### src/rtl/touch_detector_if.sv
// Pad-side bundle for touch_detector: the sensor sample handshake plus the
// touch decision returned to game logic.
interface touch_detector_if;
  logic [31:0] final_count;
  logic        sample_strobe;
  logic        recal;
  logic        touched;
  logic        hit_pulse;
  logic [31:0] baseline;
  logic        calibrated;

  // Producer side: drives samples and recal, observes the decision.
  modport master (
    output final_count, sample_strobe, recal,
    input  touched, hit_pulse, baseline, calibrated
  );

  // Detector side.
  modport slave (
    input  final_count, sample_strobe, recal,
    output touched, hit_pulse, baseline, calibrated
  );
endinterface

### src/rtl/touch_detector.sv
// touch_detector: per-pad baseline calibration, hysteretic debounced touch
// decision with a one-cycle hit strobe, and slow baseline drift tracking
// while the pad is idle.
module touch_detector #(
  parameter int CAL_LOG2    = 3,
  parameter int THRESH_ON   = 200,
  parameter int THRESH_OFF  = 100,
  parameter int DEBOUNCE    = 3,
  parameter int DRIFT_SHIFT = 4
) (
  input logic             clock,
  input logic             reset_n,
  touch_detector_if.slave pad
);

  localparam int ACC_W = 32 + CAL_LOG2;

  typedef enum logic [1:0] {
    ST_CAL     = 2'd0,
    ST_IDLE    = 2'd1,
    ST_PRESSED = 2'd2
  } state_e;

  state_e               state_q;
  logic [ACC_W-1:0]     acc_q;
  logic [CAL_LOG2-1:0]  cnt_q;
  logic [3:0]           deb_q;
  logic                 touched_q;
  logic                 hit_q;
  logic [31:0]          base_q;
  logic                 cal_q;

  logic                 valid_d;
  logic [ACC_W-1:0]     acc_sum_d;
  logic [32:0]          on_lvl_d;
  logic [32:0]          off_lvl_d;
  logic [32:0]          sample_d;
  logic signed [32:0]   diff_d;
  logic signed [32:0]   step_d;
  logic [31:0]          drift_base_d;
  logic [3:0]           deb_inc_d;
  logic                 deb_done_d;

  // Sample qualification, thresholds (33 bits so no wrap near 2^32) and the
  // drift step, all derived from the current sample and baseline.
  always_comb begin
    valid_d      = pad.sample_strobe && (pad.final_count != 32'd0);
    acc_sum_d    = acc_q + ACC_W'(pad.final_count);
    sample_d     = {1'b0, pad.final_count};
    on_lvl_d     = {1'b0, base_q} + 33'(THRESH_ON);
    off_lvl_d    = {1'b0, base_q} + 33'(THRESH_OFF);
    diff_d       = $signed(sample_d) - $signed({1'b0, base_q});
    step_d       = diff_d >>> DRIFT_SHIFT;
    drift_base_d = base_q + step_d[31:0];
    deb_inc_d    = deb_q + 4'd1;
    deb_done_d   = (deb_inc_d == 4'(DEBOUNCE));
  end

  // Main FSM: recal has priority, zero counts are ignored, hit is a pulse.
  always_ff @(posedge clock or negedge reset_n) begin
    if (!reset_n) begin
      state_q   <= ST_CAL;
      acc_q     <= '0;
      cnt_q     <= '0;
      deb_q     <= '0;
      touched_q <= 1'b0;
      hit_q     <= 1'b0;
      base_q    <= '0;
      cal_q     <= 1'b0;
    end else begin
      hit_q <= 1'b0;
      if (pad.recal) begin
        // Baseline deliberately holds until the new calibration completes.
        state_q   <= ST_CAL;
        acc_q     <= '0;
        cnt_q     <= '0;
        deb_q     <= '0;
        touched_q <= 1'b0;
        cal_q     <= 1'b0;
      end else if (valid_d) begin
        unique case (state_q)
          ST_CAL: begin
            if (cnt_q == {CAL_LOG2{1'b1}}) begin
              base_q  <= 32'(acc_sum_d >> CAL_LOG2);
              cal_q   <= 1'b1;
              deb_q   <= '0;
              acc_q   <= '0;
              cnt_q   <= '0;
              state_q <= ST_IDLE;
            end else begin
              acc_q <= acc_sum_d;
              cnt_q <= cnt_q + 1'b1;
            end
          end
          ST_IDLE: begin
            if (sample_d > on_lvl_d) begin
              if (deb_done_d) begin
                touched_q <= 1'b1;
                hit_q     <= 1'b1;
                deb_q     <= '0;
                state_q   <= ST_PRESSED;
              end else begin
                deb_q <= deb_inc_d;
              end
            end else begin
              deb_q  <= '0;
              base_q <= drift_base_d;
            end
          end
          ST_PRESSED: begin
            if (sample_d < off_lvl_d) begin
              if (deb_done_d) begin
                touched_q <= 1'b0;
                deb_q     <= '0;
                state_q   <= ST_IDLE;
              end else begin
                deb_q <= deb_inc_d;
              end
            end else begin
              deb_q <= '0;
            end
          end
          default: state_q <= ST_CAL;
        endcase
      end
    end
  end

  assign pad.touched    = touched_q;
  assign pad.hit_pulse  = hit_q;
  assign pad.baseline   = base_q;
  assign pad.calibrated = cal_q;

endmodule

### src/flat_wrapper.sv
// flat-port wrapper written by rule: the top's interface ports become plain ports
module touch_detector_flat 
#(
  parameter int CAL_LOG2    = 3,
  parameter int THRESH_ON   = 200,
  parameter int THRESH_OFF  = 100,
  parameter int DEBOUNCE    = 3,
  parameter int DRIFT_SHIFT = 4
)
  (clock, reset_n, pad_final_count, pad_sample_strobe, pad_recal, pad_touched, pad_hit_pulse, pad_baseline, pad_calibrated);
  touch_detector_if pad_i ();
  input logic clock;
  input logic reset_n;
  input wire logic [$bits(pad_i.final_count)-1:0] pad_final_count;
  input wire logic [$bits(pad_i.sample_strobe)-1:0] pad_sample_strobe;
  input wire logic [$bits(pad_i.recal)-1:0] pad_recal;
  output wire logic [$bits(pad_i.touched)-1:0] pad_touched;
  output wire logic [$bits(pad_i.hit_pulse)-1:0] pad_hit_pulse;
  output wire logic [$bits(pad_i.baseline)-1:0] pad_baseline;
  output wire logic [$bits(pad_i.calibrated)-1:0] pad_calibrated;
  assign pad_i.final_count = pad_final_count;
  assign pad_i.sample_strobe = pad_sample_strobe;
  assign pad_i.recal = pad_recal;
  assign pad_touched = pad_i.touched;
  assign pad_hit_pulse = pad_i.hit_pulse;
  assign pad_baseline = pad_i.baseline;
  assign pad_calibrated = pad_i.calibrated;
  touch_detector #(.CAL_LOG2(CAL_LOG2), .THRESH_ON(THRESH_ON), .THRESH_OFF(THRESH_OFF), .DEBOUNCE(DEBOUNCE), .DRIFT_SHIFT(DRIFT_SHIFT)) u_core (.clock(clock), .reset_n(reset_n), .pad(pad_i));
endmodule
### config.mk
export PLATFORM = sky130hd
export DESIGN_NAME = touch_detector_flat
export DESIGN_NICKNAME = d
export VERILOG_FILES = /design/src/rtl/touch_detector_if.sv /design/src/rtl/touch_detector.sv /design/src/flat_wrapper.sv
export SDC_FILE = /design/constraint.sdc
export NUM_CORES = 1
export LEC_CHECK = 0
export ABC_AREA = 1
export CORE_ASPECT_RATIO = 1.5
export CORE_MARGIN = 4
export CORE_UTILIZATION = 60
export CTS_CLUSTER_DIAMETER = 40
export DETAILED_ROUTE_END_ITERATION = 7
export HOLD_SLACK_MARGIN = 0.06
export PLACE_DENSITY = 0.8
export SLEW_MARGIN = 0
export SYNTH_ARGS = -nofsm -noshare
export SYNTH_HDL_FRONTEND = slang
export SYNTH_SLANG_ARGS = --single-unit
### constraint.sdc
create_clock -name clock -period 4.3 [get_ports clock]
set_input_delay 0.645 -clock clock [delete_from_list [all_inputs] [get_ports clock]]
set_output_delay 0.645 -clock clock [all_outputs]
set_load 0.02 [all_outputs]
==> flow_summary.ini <==
[outcome]
status = finished clean

[clock_network]
h-tree-depth = 3
clock-sinks = 79
max-clock-path-buffers = 2
cts_tree = done
ctsRootBufferMaster = clkbuf_16
cts.reportedPaths.clkPinSlew_ps = 60
cts_buffers = 9
clk_latency_ps = 360

[critical_path]
worstPathRequired_ps = 4550
critPathMaxStageDelay_ps = 460
crit_path_end_kind = register
crit_path_start_kind = input pin
critPathMostFrequentCell = nand2_1
critPathBufInv = 2
crit_family = compound AO/OA/AOI/OAI gates
crit_slowest_cell = clkdlybuf4s50_1
worstSetupPathType = in2reg
crit_chain = clkdlybuf4s50_1, ha_1, nand2_1, o21ai_0, a21oi_1, nand3_1, buf_4, nand3_1, o211ai_1, xor2_1, ha_1, a21oi_1, o21ai_0, a21oi_1, o21ai_0, nor2_1, nand3b_1, nand3_1, nand2_1, nand2_1, nand2_1
arrival_ps = 4470
path_max_fanout = 4

[global_routing]
grt_usage = 0.4357
grt_pass1_vias = 15210
antenna_found_initial = 1
grt_max_degree = 48
grt_first_pass_wirelength_mm = 78.02
grt_overflow = 0

[placement]
dp_cells = 2535
numPortBuffers = 70
dp_hpwl_mm = 42.01
gp_congestion = 1.077

[pwr]
leakage_uw = 0.008052
p_total_uw = 14840
irDropWorstVdd_mv = 0.5775
powerDensity_mw_per_mm2 = 967.8

[sta]
fin_crit_ps = 4223
fin_tns_setup_ps = 0
fmax_ghz = 0.2368
worst_slew_pin_slew_ps = 684.1
slew_headroom = 0.5391
hold_violations = 0
finClkSkew_ps = 12.18
finalMaxSlewViolations = 0
timing.final.crit_share = 0.9821
finalSetupViolations = 0

[yosys]
synth_area_mm2 = 0.01221
netlist_instances = 1995
synth_warnings = 0
synth-seq-cells = 79
synth_top_area_share = 0.1944
asyncSetResetFlopFracSynth = 1.000
synth_cell_type_count = 43
yosys-top-cells-area = nand2_1, ha_1, dfrtp_1
synth_top_area_cell = nand2_1
syn_nets = 2199
synth_flop_cell = dfrtp_1
post_synth.cell_area_avg_um2 = 6.118
synth_edf_count = 0
synth_seq_area_share = 0.1620

[drt]
drtAntennaViolNets = 0
drt_first_iter_violations = 1374
drt-pass1-iter-count = 6
wl_per_cell_um = 19.93
drc = 0
vias = 15390
via_per_inst = 6.029
drt_wl_total_mm = 50.85

[min_path]
hold_class = in2async

[floorplanning]
dieArea_mm2 = 0.02274
chipHeight_um = 182.7
initial_core_util = 0.6144
rows = 63
core_area_mm2 = 0.01986
fp.dieW_um = 124.5
io_pins = 71

[final_layout]
syn_to_final_growth_pct = 25.64
layout.nets = 2492
layout_common_cells = nand2_1, buf_4, inv_1, nor2_1, ha_1
num-fill-cells = 1642
drive_above_1_share = 0.1313
fin_cells = 2552
n_antenna_cell = 0
final_common_cell = nand2_1

[flow_run]
max_cap_violations = 0
[cell type report]
class,instances,area (um2),share of cell area
clock inverters,5,82.58,0.005385
multi-input cells,1675,9403,0.6132
flip-flops and latches,79,1977,0.1289
clock buffers,10,239.0,0.01558
inverters,218,820.8,0.05352
well taps,260,325.3,0.02121
repair buffers,305,2487,0.1622
[path summary, 6_finish.rpt]
check	start	end	slack [ps]	cells past startpoint
setup / recovery	pad_final_count[19]	u_core.pad.baseline[30]	80	21
hold reg to reg	u_core.acc_q[31]	u_core.acc_q[31]	490	2
max in group asynchronous	reset_n	u_core.acc_q[30]	3080	2
min in group clock	u_core.acc_q[31]	u_core.acc_q[31]	490	2
hold / removal	reset_n	u_core.acc_q[1]	300	1
setup reg to reg	u_core.pad.baseline[20]	u_core.pad.baseline[30]	170	22
[flip-flops by register name (all words and copies together), names as in the netlist]
name                   cells
u_core.acc_q              35
u_core.cnt_q               3
u_core.deb_q               4
u_core.pad.baseline       32
u_core.pad.calibrated      1
u_core.pad.hit_pulse       1
u_core.pad.touched         1
u_core.state_q             2
[synth_stat cells (17+ instances only)]
library cell,number
nand3_1,140
o21ai_0,112
ha_1,166
xnor2_1,33
nor3_1,32
dfrtp_1,79
xor2_1,74
a21oi_1,142
nand2_1,632
a21o_1,17
nor2_1,205
inv_1,215
nand4_1,32
[where the power goes]
part | internal, uW | leakage (uW) | switching [uW] | total [uW]
sequential | 1020 | 0.00103 | 283 | 1300
clock | 522 | 0.000147 | 361 | 883
combinational | 5100 | 0.00687 | 7550 | 12700
[routing by layer]
metal  part of all wire  vias to the layer above  track usage
met5            0.00028                        -            0
met4               0.10                        2       0.3449
met3              0.082                      310      0.06852
met2               0.47                      881       0.7649
met1               0.34                     7010       0.4614
li1                   -                     7182            -
[through the flow]
| step | util | worst slack (ps) | cell area (um2) | hold WS (ps) |
|---|---|---|---|---|
| after floorplan | - | 831.3 | 12210 | 349.4 |
| after global placement | 0.7492 | -265.5 | 14880 | 459.5 |
| after detailed placement | 0.7492 | -284.1 | 14880 | 478.7 |
| after CTS | 0.7654 | 79.26 | 15200 | 325.2 |
| after global routing | 0.7720 | -34.23 | 15330 | 359.4 |
| final | 0.7720 | 77.18 | 15330 | 303.9 |
[timing repair]
item / in CTS / in global routing
gates resized for setup: 0 / 29
endpoints found under the setup margin: 0 / 22
setup buffers: 0 / 2
hold buffers: 0 / 0
[logic make-up after synthesis]
group                      synth area share
AOI/OAI and AO/OA                    0.1385
xor gates and xnor gates            0.07678
DFF                                  0.1620
buffers and inverters               0.07739
adders and majority gates            0.1734
and+or+nand+nor                      0.3719
(Power assumes the default switching activity.)
